--- config.mk ---
export PLATFORM = sky130hd
export DESIGN_NAME = byte_pack32
export DESIGN_NICKNAME = d
export VERILOG_FILES = /design/src/rtl/byte_pack32.sv
export SDC_FILE = /design/constraint.sdc
export NUM_CORES = 1
export LEC_CHECK = 0
export CAP_MARGIN = 10
export CORE_ASPECT_RATIO = 1.2
export CORE_MARGIN = 1.5
export CORE_UTILIZATION = 55
export DETAILED_ROUTE_END_ITERATION = 7
export PLACE_DENSITY = 0.82
export SETUP_SLACK_MARGIN = 0.1
export SYNTH_ARGS = -nofsm -noshare
export SYNTH_HDL_FRONTEND = slang
export SYNTH_SLANG_ARGS = --single-unit
--- constraint.sdc ---
create_clock -name clk -period 2.5 [get_ports clk]
set_input_delay 0.5 -clock clk [delete_from_list [all_inputs] [get_ports clk]]
set_output_delay 0.5 -clock clk [all_outputs]
set_load 0.05 [all_outputs]
--- src/rtl/byte_pack32.sv ---
// Packs a stream of bytes into 32-bit words, first byte in the low lane, behind a one-word output register.
// The optional partial-word flush input is present only when BYTE_PACK32_FLUSH_EN is defined.
module byte_pack32 #(
  parameter logic [7:0] PAD_BYTE = 8'h00
) (
  input  logic        clk,
  input  logic        resetn,
  input  logic        in_valid,
  input  logic [7:0]  in_data,
  output logic        in_ready,
  output logic        out_valid,
  input  logic        out_ready,
  output logic [31:0] out_data,
  output logic [2:0]  out_count
`ifdef BYTE_PACK32_FLUSH_EN
  ,
  input  logic        flush
`endif
);

  logic [23:0] asm_q;
  logic [23:0] asm_ins;
  logic [1:0]  cnt;
  logic        slot_free;
  logic        accept;
  logic        last;

  assign slot_free = !out_valid || out_ready;
  assign in_ready  = (cnt != 2'd3) || slot_free;
  assign accept    = in_valid && in_ready;
  assign last      = accept && (cnt == 2'd3);

  // Assembly register with the incoming byte already placed in lane cnt.
  always_comb begin
    asm_ins = asm_q;
    for (int unsigned i = 0; i < 3; i++) begin
      if (accept && (32'(cnt) == i)) asm_ins[8*i +: 8] = in_data;
    end
  end

`ifdef BYTE_PACK32_FLUSH_EN
  logic [2:0]  eff;
  logic        do_flush;
  logic [31:0] flush_word;

  assign eff = {1'b0, cnt} + {2'b00, accept};
  // A count of four is handled as an ordinary full word, so flush only covers 1..3 lanes.
  assign do_flush = flush && (eff != 3'd0) && slot_free && !last;

  always_comb begin
    flush_word = '0;
    for (int unsigned i = 0; i < 4; i++) begin
      if (i < 32'(eff)) flush_word[8*i +: 8] = asm_ins[8*(i%3) +: 8];
      else              flush_word[8*i +: 8] = PAD_BYTE;
    end
  end
`endif

  always_ff @(posedge clk) begin
    if (!resetn) begin
      asm_q     <= '0;
      cnt       <= '0;
      out_valid <= 1'b0;
      out_data  <= '0;
      out_count <= '0;
    end else begin
      if (out_valid && out_ready) out_valid <= 1'b0;
      if (last) begin
        out_data  <= {in_data, asm_q};
        out_count <= 3'd4;
        out_valid <= 1'b1;
        cnt       <= '0;
        asm_q     <= '0;
      end
`ifdef BYTE_PACK32_FLUSH_EN
      else if (do_flush) begin
        out_data  <= flush_word;
        out_count <= eff;
        out_valid <= 1'b1;
        cnt       <= '0;
        asm_q     <= '0;
      end
`endif
      else if (accept) begin
        asm_q <= asm_ins;
        cnt   <= cnt + 2'd1;
      end
    end
  end

endmodule

Word level (Yosys, flattened, before mapping):

Cells that the tools add are included.

* multipliers: 0
* divide/modulo/power cells: 0
* bitwise operators: 1
* order comparisons: 0
* reduce and logical (&&, ||, !) cells: 15
* shifts and indexed selects: 0
* eq/ne operators: 4
* $add $sub $neg: 1
* multiplexer cells: 2

Operators with widths (number)
* logical AND 1 bit: 6
* AND reduction 2 bit: 3
* equality test 2 bit, second input constant: 2
* adder 2 x 1 -> 2 bit, second input constant: 1
* equality test 2 x 1 -> 1 bit, second input constant: 1
* zero test 2 bit: 1
* logical OR 1 bit: 2
* two-way mux 1 bit: 2
* != test 2 bit, second input constant: 1
* nonzero test 2 bit: 1
* OR reduction 2 bit: 1
* zero test 1 bit: 1
* NOT 1 bit: 1

* word-level logic and storage cells: 30
* register bits after elaboration: 60
* bits in latches: 0
* output and inout port bits: 37
* RAM bits: 0
* input port bits: 12
* memories: 0
* ROM bits: 0

Logic depth before layout (Yosys ltp):

* depth in word-level cells: 6
* mapped depth: 6
* depth with buffers taken out: 5

Worst setup path after synthesis:

OpenSTA, ideal clock, no wires.

* kind: register -> output
* from: register out_valid
* to: output port in_ready
* path buffers: 1
* path slack: 0.813 ns
* data arrival time: 1.187 ns
* data required time: 2.000 ns
* cell stages (with the launch flop): 4
* cells stage by stage: dfxtp_1 > and3b_4 > clkinv_4 > buf_8

* cells in the longest elaborated chain, start to end: 3

Ends and longest elaborated chain
* start: declaration: line 11 `output logic out_valid,`
* start signal: assignment: line 63 `out_valid <= 1'b0;`
* start signal: assignment: line 67 `if (out_valid && out_ready) out_valid <= 1'b0;`
* start signal: assignment: line 71 `out_valid <= 1'b1;`
* zero test 1 bit: line 28 `assign slot_free = !out_valid || out_ready;`
* logical OR 1 bit: line 28
* logical OR 1 bit: line 29 `assign in_ready = (cnt != 2'd3) || slot_free;`
* end: declaration: line 10 `output logic in_ready,`

No other way between the ends.

Worst setup path in the final report:

* from: input port out_ready
* to: output port in_ready

* cells in the longest elaborated chain, start to end: 2

Ends and longest elaborated chain
* start: declaration: line 12 `input logic out_ready,`
* logical OR 1 bit: line 28
* logical OR 1 bit: line 29

No other way between the ends.

==> results_dict.tcl <==
set metrics [dict create \
    finClkSkew_ps 4.828 \
    slowest_stage "clkdlybuf4s50_1" \
    holdBufCountCts 0 \
    cp_max_fo 13 \
    worstHoldStart "asm_q[6]$_SDFFE_PP0P_" \
    antenna_found_initial 0 \
    p_leak_uw 0.001160 \
    place_area_um2 3079 \
    finalWirelength_um 5723 \
    cp.required_ps 2000 \
    syn_area_per_cell_um2 9.634 \
    first_pass_iters 4 \
    insertion_delay_ps 330 \
    drive_above_1_share_pct 8.491 \
    grt_max_degree 60 \
    r2r_slack_ps 810 \
    p_per_area_nw_per_um2 575.9 \
    synth_xor_area_share_pct 0 \
    critPathKind "input pin to output port" \
    drtIter0Drc 225 \
    seq_area_um2 1201 \
    cap_violations 0 \
    num_rows 27 \
    synth.cell_area_um2 2698 \
    cp_cell_sequence "clkdlybuf4s50_1 -> and3b_4 -> clkinv_4 -> buf_12" \
    stdcell_area_um2 3243 \
    io_pins 49 \
    synth-edff-count 0 \
    syn-instance-count 280 \
    fin_crit_sh_pct 88.79 \
    via_count 2215 \
    dp_hpwl_um 3686 \
    start_util_pct 57.86 \
    synth-seq-area-share_pct 44.53 \
    synth_simple_gate_area_share_pct 11.50 \
    portBuffers 46 \
    gp_congestion 0.8129 \
    grt_pass1_wl_um 9425 \
    vdd.ir_drop.worst_v 0.0004424 \
    fillers 383 \
    fin_crit_ps 2220 \
    critPathTopFamily "buffers and inverters" \
    n_antenna_cell 0 \
    synth_ff_type "dfxtp_1" \
    end_kind "output port" \
    finalSetupTns_ps 0 \
    hold_path.class "flop to flop" \
    rsz0062_at_grt "no" \
    multi_input_area_um2 1230 \
    area_delta_synth_final_pct 20.22 \
    cpPeakStageDelay_ps 470 \
    cts.sinks 60 \
    grt-ovfl-total 0 \
    clk_transition_reported_paths_ps 60 \
    cts_tree "yes" \
    slew_headroom_pct 60.63 \
    setup_violations 0 \
    tightest_slew_ps 588.4 \
    yosys_warnings 0 \
    worst_r2r_startpoint "cnt[0]$_SDFFE_PP0N_" \
    synthAdderAreaFrac_pct 1.855 \
    cts_root_buffer "clkbuf_8" \
    grt_pass1_vias 2014 \
    async_reset_ff_share_pct 0 \
    cts_buffer_depth 2 \
    cts-buffers-inserted 9 \
    core_area_um2 4662 \
    wl_per_cell_um 15.22 \
    muxShareOfSynthArea_pct 5.937 \
    drc 0 \
    slew_viol_final 0 \
    die_width_um 66.93 \
    ys_ff_latch 60 \
    final_hold_viol_count 0 \
    post_cts_resized 0 \
    track_usage_pct 23.54 \
    die_h_um 79.72 \
    post_cts_buffers 0 \
    crit_start "out_ready" \
    fmaxAchievable_mhz 450.5 \
    synth_cell_types 29 \
    status "completed" \
    ant_nets 0 \
    worst-path-buf-inv 3 \
    crit_arrival_ps 1720 \
    die-area_um2 5335 \
    cts_htree_levels 3 \
    cp-start-kind "input pin" \
    synth_top_family_by_area "compound AO/OA/AOI/OAI gates" \
    layout.nets 329 \
    routed_via_density 5.891 \
    synth_compound_area_share_pct 26.02 \
]
## synthesized netlist by cell type (all sizes together), types with 3 or more instances
cell | instances | area, um^2
dfxtp | 60 | 1201
o21ai | 43 | 219.0
nand3 | 36 | 205.2
a21boi | 33 | 247.7
buf | 24 | 215.2
o211ai | 24 | 180.2
mux2i | 16 | 160.2
a21oi | 11 | 55.05
clkbuf | 9 | 35.03
nand4 | 8 | 50.05
ha | 4 | 50.05
inv | 3 | 11.26
## state kept, by name, summed over array words and instances (netlist names)
name       cells
out_data      32
out_count      1
asm_q         24
out_valid      1
cnt            2
## cells in the final DEF, fill, tap and decap left out, types with 2 or more instances in the layout
cell and count:
nand4_1 8, clkbuf_8 10, a21boi_0 2, conb_1 2, nand3_1 34, clkdlybuf4s50_1 45, buf_12 3, nand3_4 2
clkbuf_1 5, inv_1 3, ha_1 4, dfxtp_1 60, mux2i_1 16, o21ai_1 2, a21boi_1 31, buf_4 6
o21ai_0 40, a21oi_1 11, o211ai_1 24
## cell families after synthesis
family	count (synthesis)
buffers and inverters	37
muxes	16
AOI/OAI and AO/OA	111
and+or+nand+nor	51
adders and majority gates	4
DFF	60
other	1
## tightest hold or removal path, stage by stage (launching register included)
cell and delay (ps):
dfxtp_1 310, nand3_1 60, a21boi_1 50
## per-layer routing
metal | part of all wire [%] | vias up | GRT usage (%)
met5 | 0 | - | 0
met4 | 1.4 | 0 | 10.61
met3 | 4.9 | 9 | 6.770
met2 | 50 | 62 | 36.80
met1 | 44 | 1059 | 29.84
li1 | - | 1085 | -
## final timing paths
path,end,cells after the start
worst min-delay path,out_data[6]$_SDFFE_PN0P_,2
worst max register to register,out_data[1]$_SDFFE_PN0P_,5
worst max-delay path,in_ready,4
worst min register to register,out_data[6]$_SDFFE_PN0P_,2
## area by class of cell
cell class | count | area share [%]
multi-input combinational | 184 | 37.92
clock buffer | 15 | 4.823
inverter | 4 | 0.6173
clock inverter | 1 | 0.2315
timing repair buffer | 54 | 17.13
sequential | 60 | 37.04
tap | 58 | 2.238
## metrics by stage
stage	worst slack (ps)	power [uW]	hold slack, ps	instances	utilization (%)
after detailed placement	282.4	1150	458.0	360	66.05
after global routing	221.6	1945	484.1	376	69.57
after global placement	297.4	1148	452.2	360	66.05
after floorplan	813.3	1106	439.2	281	-
after CTS	279.2	1879	467.2	376	69.57
final	280.3	1868	462.3	376	69.57
## power breakdown
group / internal (uW) / leakage (uW) / switching [uW]
clock: 389 / 0.0000780 / 349
combinational: 59.2 / 0.000596 / 82.4
sequential: 977 / 0.000485 / 11.6
No activity file was read; power rests on OpenSTA's default activity.
